`src/rtl/rv32i_dbg_pkg.sv`:
```
// Shared debug-checker definitions: state encoding (also decoded by the system top
// for the HEX display) and the default PC width.
package rv32i_dbg_pkg;

  localparam int unsigned XLEN_DEF = 32;

  localparam logic [1:0] ST_IDLE = 2'd0;
  localparam logic [1:0] ST_RUN  = 2'd1;
  localparam logic [1:0] ST_PASS = 2'd2;
  localparam logic [1:0] ST_FAIL = 2'd3;

  // Increment that sticks at all-ones instead of wrapping.
  function automatic logic [31:0] sat_inc(input logic [31:0] v);
    return (v == '1) ? v : v + 32'd1;
  endfunction

endpackage

```
`src/rtl/pc_history_buf.sv`:
```
// Circular buffer of the most recent retired PCs, read combinationally with
// index 0 as the newest entry. Cleared only by its synchronous clear input.
module pc_history_buf import rv32i_dbg_pkg::*; #(
  parameter int unsigned XLEN = XLEN_DEF,
  parameter int unsigned HIST = 8,
  localparam int unsigned PW  = $clog2(HIST)
) (
  input  logic            clk,
  input  logic            clr,
  input  logic            we,
  input  logic [XLEN-1:0] wdata,
  input  logic [PW-1:0]   rd_idx,
  output logic [XLEN-1:0] rd_data
);

  logic [XLEN-1:0] hist_q [HIST];
  logic [XLEN-1:0] hist_d [HIST];
  logic [PW-1:0]   wptr_q, wptr_d;
  logic [PW-1:0]   rptr;

  // Write the new PC at the write pointer, then advance it (wraps mod HIST).
  always_comb begin
    hist_d = hist_q;
    wptr_d = wptr_q;
    if (we) begin
      hist_d[wptr_q] = wdata;
      wptr_d         = wptr_q + PW'(1);
    end
  end

  // Newest entry sits one slot behind the write pointer.
  always_comb begin
    rptr    = wptr_q - PW'(1) - rd_idx;
    rd_data = hist_q[rptr];
  end

  // Buffer storage and pointer with synchronous clear.
  always_ff @(posedge clk) begin
    if (clr) begin
      hist_q <= '{default: '0};
      wptr_q <= '0;
    end else begin
      hist_q <= hist_d;
      wptr_q <= wptr_d;
    end
  end

endmodule

```
`config.mk`:
```
export PLATFORM = sky130hd
export DESIGN_NAME = pc_history_buf
export DESIGN_NICKNAME = d
export VERILOG_FILES = /design/src/rtl/rv32i_dbg_pkg.sv /design/src/rtl/pc_history_buf.sv
export SDC_FILE = /design/constraint.sdc
export NUM_CORES = 1
export LEC_CHECK = 0
export BUFFER_PORTS_ARGS = -buffer_cell sky130_fd_sc_hd__buf_2
export CAP_MARGIN = 20
export CORE_UTILIZATION = 50
export DETAILED_ROUTE_END_ITERATION = 10
export GPL_ROUTABILITY_DRIVEN = 0
export PLACE_DENSITY = 0.67
export SLEW_MARGIN = 20
export SYNTH_ARGS = -nofsm -noshare
export SYNTH_HDL_FRONTEND = slang
export SYNTH_SLANG_ARGS = --single-unit
```
`constraint.sdc`:
```
create_clock -name clk -period 6.59 [get_ports clk]
set_input_delay 0 -clock clk [delete_from_list [all_inputs] [get_ports clk]]
set_output_delay 0 -clock clk [all_outputs]
set_load 0.01 [all_outputs]
```
==> metrics.txt <==
# TYPE chip_impl_metric gauge
chip_impl_info{name="outcome",value="finished, violations left"} 1
chip_impl_info{name="violations",value="DRC"} 1
chip_impl_metric{name="htreeDepth",unit=""} 1
chip_impl_metric{name="share_comb_of_total_power",unit=""} 0.107
chip_impl_metric{name="critPathRequiredTime",unit="ns"} 6.59
chip_impl_metric{name="numCtsBuffers",unit=""} 27
chip_impl_info{name="rr_startpoint",value="wptr_q[0]"} 1
chip_impl_metric{name="cts_repair_resize_count",unit=""} 0
chip_impl_metric{name="ctsLongestPathBuffers",unit=""} 3
chip_impl_metric{name="grt_pass1_wl",unit="µm"} 46700
chip_impl_metric{name="crit_arrival",unit="ns"} 4.08
chip_impl_info{name="timing.critical_path.to_type",value="primary output"} 1
chip_impl_metric{name="dp_hpwl",unit="µm"} 15600
chip_impl_info{name="post-synth-top-area-cell",value="sky130_fd_sc_hd__dfxtp_1"} 1
chip_impl_metric{name="die_w",unit="µm"} 153
chip_impl_info{name="grt_setup_unrepaired",value="false"} 1
chip_impl_metric{name="worst_ir_drop_on_vdd",unit="mV"} 0.150
chip_impl_info{name="regToRegEndpoint",value="hist_q[205]"} 1
chip_impl_metric{name="worstPathMaxFanout",unit=""} 40
chip_impl_metric{name="antenna_found_initial",unit=""} 0
chip_impl_info{name="ys.flop_type",value="sky130_fd_sc_hd__dfxtp_1"} 1
chip_impl_metric{name="post_synth_instance_area",unit="µm²"} 11300
chip_impl_metric{name="synthesis.yosys.warnings",unit=""} 0
chip_impl_metric{name="synth_nets",unit=""} 1336
chip_impl_metric{name="synth_area_per_cell",unit="µm²"} 8.76
chip_impl_metric{name="core_box_area",unit="µm²"} 22000
chip_impl_metric{name="net-switching-power",unit="mW"} 0.866
chip_impl_metric{name="postSynthCellCount",unit=""} 1295
chip_impl_info{name="cpMaxStageDelayCell",value="sky130_fd_sc_hd__fa_4"} 1
chip_impl_info{name="cts_tree",value="built"} 1
chip_impl_metric{name="power.clock.fraction",unit=""} 0.436
chip_impl_metric{name="grt_max_degree",unit=""} 94
chip_impl_metric{name="route.final.wire_length",unit="µm"} 28800
chip_impl_metric{name="yosys_register_bits",unit=""} 259
chip_impl_metric{name="clkSinkCount",unit=""} 259
chip_impl_metric{name="period_utilisation_layout",unit=""} 0.619
chip_impl_info{name="ordered_list_of_cells_on_the_worst_path",value="ha_4 > fa_4 > buf_4 > mux4_2 > mux2_2 > buf_2"} 1
chip_impl_metric{name="routed-via-count",unit=""} 8940
chip_impl_metric{name="clk_transition_reported_paths",unit="ns"} 0.06
chip_impl_metric{name="worst_hold_path.num_cells",unit=""} 4
chip_impl_info{name="cts_root_buf",value="sky130_fd_sc_hd__clkbuf_16"} 1
chip_impl_metric{name="grt_util_overall",unit=""} 0.251
chip_impl_metric{name="fin_nets",unit=""} 1345
chip_impl_info{name="cp_top_family",value="adder cells"} 1
chip_impl_metric{name="layout-area-overhead-vs-synth",unit="%"} 11.2
chip_impl_metric{name="worst_clock_skew",unit="ns"} 0.0123
chip_impl_metric{name="remaining_drc_errors",unit=""} 2
chip_impl_metric{name="drt_iter0_markers",unit=""} 743
chip_impl_metric{name="p_per_area",unit="nW/µm²"} 281
chip_impl_metric{name="internal_power",unit="mW"} 2.68
chip_impl_metric{name="initial_cell_density_of_the_core",unit=""} 0.515
chip_impl_metric{name="port_buffer_count",unit=""} 69
chip_impl_metric{name="cp.buffers_inverters",unit=""} 2
chip_impl_metric{name="cpPeakStageDelay",unit="ns"} 1.25
chip_impl_metric{name="clk_lat_worst_skew",unit="ns"} 0.53
chip_impl_metric{name="switching_share",unit=""} 0.244
chip_impl_info{name="timing.hold.worst.class",value="in -> reg"} 1
chip_impl_metric{name="ioPinCount",unit=""} 70
chip_impl_metric{name="placement_rows",unit=""} 54
chip_impl_metric{name="fin_tns_setup",unit="ns"} 0
chip_impl_metric{name="finalHoldWorstSlack",unit="ns"} 0.326
chip_impl_metric{name="nFillCells",unit=""} 1936
chip_impl_metric{name="synth_edf_count",unit=""} 0
chip_impl_metric{name="leakagePower",unit="nW"} 4.39
chip_impl_metric{name="finalSetupViolCount",unit=""} 0
chip_impl_metric{name="max_slew_margin",unit=""} 0.307
chip_impl_metric{name="ant_nets",unit=""} 0
chip_impl_metric{name="diodes",unit=""} 0
chip_impl_info{name="most_instantiated_library_cell_after_synthesis",value="sky130_fd_sc_hd__nand2_1"} 1
chip_impl_metric{name="avgViaCountPerCell",unit=""} 5.57
chip_impl_metric{name="route.detailed.wl_per_inst",unit="µm"} 18.0
chip_impl_info{name="worstSetupPathType",value="reg -> out"} 1
chip_impl_metric{name="grt_pass1_vias",unit=""} 8509
chip_impl_info{name="startpoint_type",value="register"} 1
chip_impl_metric{name="detailedRoute.firstPassIterationCount",unit=""} 10
chip_impl_metric{name="synth.lib_cells_used.distinct",unit=""} 24
chip_impl_metric{name="postSynth.asyncResetShare",unit=""} 0
chip_impl_info{name="netlist_top_cells_area",value="sky130_fd_sc_hd__dfxtp_1, sky130_fd_sc_hd__nand2_1, sky130_fd_sc_hd__mux4_2"} 1
chip_impl_metric{name="proportion_of_layout_cells_with_a_drive_suffix_above_1",unit=""} 0.179
chip_impl_metric{name="power.share.sequential",unit=""} 0.457
chip_impl_metric{name="final_period_minus_worst_setup_slack",unit="ns"} 4.08
chip_impl_metric{name="timing_max_transition_violations_final",unit=""} 0
chip_impl_info{name="min-delay-start",value="wdata[11]"} 1
chip_impl_metric{name="final_hold_viol_count",unit=""} 0
chip_impl_metric{name="globalRoute.totalOverflow",unit=""} 0
chip_impl_metric{name="achievable-frequency",unit="MHz"} 245
chip_impl_metric{name="seq_area_frac_synth",unit=""} 0.457
chip_impl_metric{name="max-cap-violations",unit=""} 0
chip_impl_info{name="end_of_the_worst_hold_path",value="hist_q[235]"} 1
chip_impl_metric{name="ff2ff_setup_slack",unit="ns"} 3.87
chip_impl_metric{name="timing.reg2reg.worst_path_depth",unit=""} 4
chip_impl_metric{name="synth.top_cell.area_share",unit=""} 0.457
chip_impl_info{name="synth.top_cells.by_count",value="sky130_fd_sc_hd__nand2_1, sky130_fd_sc_hd__dfxtp_1, sky130_fd_sc_hd__a21oi_1"} 1
chip_impl_metric{name="totalPowerFinal",unit="mW"} 3.55
chip_impl_metric{name="fp.dieH",unit="µm"} 153
chip_impl_metric{name="dieArea",unit="µm²"} 23300
chip_impl_metric{name="worst-slew-pin-transition",unit="ns"} 1.04
chip_impl_metric{name="worst-path-stages",unit=""} 6
==> what timing repair did <==
item	in CTS	in global routing
endpoints found under the hold margin	259	0
setup buffers	0	0
hold buffers	36	0
==> layout make-up <==
cell class / count / area, µm² / area share
Clock buffer: 41 / 818 / 0.0648
Clock inverter: 8 / 95.1 / 0.00753
Inverter: 2 / 7.51 / 0.000595
Multi-Input combinational cell: 892 / 5330 / 0.422
Sequential cell: 259 / 5180 / 0.411
Tap cell: 280 / 350 / 0.0277
Timing Repair Buffer: 122 / 840 / 0.0665
==> worst max path at each step <==
stage | start | to | slack, ns
after floorplan | wptr_q[0] | rd_data[0] | 4.42
after global placement | wptr_q[0] | rd_data[15] | 3.09
after CTS | wptr_q[0] | rd_data[17] | 2.47
final | wptr_q[0] | rd_data[13] | 2.51
after global routing | wptr_q[0] | rd_data[15] | 2.34
after detailed placement | wptr_q[0] | rd_data[17] | 3.05
==> layer usage <==
metal	vias up	routed length, µm	GRT usage
met4	0	489	0.0678
met1	4314	12600	0.341
met5	-	0	0
met3	38	1750	0.0282
met2	263	14000	0.424
li1	4325	-	-
==> power groups by stage <==
| stage | Combinational, mW | Clock [mW] | Sequential (mW) |
|---|---|---|---|
| floorplan | 0.308 | 0 | 1.65 |
| global placement | 0.361 | 0 | 1.65 |
| detailed placement | 0.365 | 0 | 1.66 |
| CTS | 0.383 | 1.57 | 1.62 |
| global route | 0.411 | 1.64 | 1.62 |
| finish | 0.380 | 1.55 | 1.62 |
==> through the flow <==
| step | utilization | area [µm²] | worst slack, ns | instances |
|---|---|---|---|---|
| 2_1_floorplan | - | 11300 | 4.42 | 1295 |
| 3_3_place_gp | 0.515 | 11400 | 3.09 | 1519 |
| 3_5_place_dp | 0.515 | 11400 | 3.05 | 1519 |
| 4_1_cts | 0.573 | 12600 | 2.47 | 1604 |
| 5_1_grt | 0.573 | 12600 | 2.34 | 1604 |
| 6_report | 0.573 | 12600 | 2.51 | 1604 |
==> placed cells by master, fill, tap and decap left out, types with 2 or more instances in the layout <==
| cell type | instances |
|---|---|
| sky130_fd_sc_hd__nand4bb_2 | 3 |
| sky130_fd_sc_hd__clkbuf_16 | 27 |
| sky130_fd_sc_hd__dfxtp_1 | 259 |
| sky130_fd_sc_hd__clkbuf_8 | 9 |
| sky130_fd_sc_hd__inv_1 | 2 |
| sky130_fd_sc_hd__mux2_2 | 32 |
| sky130_fd_sc_hd__clkinv_2 | 4 |
| sky130_fd_sc_hd__nor2_1 | 3 |
| sky130_fd_sc_hd__a21oi_1 | 256 |
| sky130_fd_sc_hd__and4bb_2 | 3 |
| sky130_fd_sc_hd__dlygate4sd3_1 | 36 |
| sky130_fd_sc_hd__nand2_1 | 513 |
| sky130_fd_sc_hd__mux4_2 | 64 |
| sky130_fd_sc_hd__clkinvlp_4 | 2 |
| sky130_fd_sc_hd__clkbuf_1 | 5 |
| sky130_fd_sc_hd__bufinv_16 | 2 |
| sky130_fd_sc_hd__buf_2 | 68 |
| sky130_fd_sc_hd__buf_4 | 17 |
| sky130_fd_sc_hd__nand4b_1 | 3 |
| sky130_fd_sc_hd__and4b_1 | 2 |
| sky130_fd_sc_hd__xor2_1 | 2 |
==> registers in the layout, indices dropped and copies added, names as in the netlist <==
signal / flops
hist_q: 256
wptr_q: 3
==> cells by family (layout without fill, tap and decap cells) <==
logic type | Yosys count | count (layout) | share of synthesized area
AND/OR/NAND/NOR | 532 | 532 | 0.186
flip-flops | 259 | 259 | 0.457
AO/OA/AOI/OAI | 256 | 256 | 0.113
buffers and inverters | 144 | 173 | 0.0774
multiplexers | 97 | 97 | 0.160
XOR/XNOR | 4 | 4 | 0.00309
adder cells (fa/ha/maj) | 3 | 3 | 0.00397
==> worst min-delay path, delay by kind of cell <==
kind / cells / cell delay, ns
buffers and inverters: 2 / 0.69
and+or+nand+nor: 1 / 0.07
AOI/OAI and AO/OA: 1 / 0.05
(Power assumes the default switching activity.)
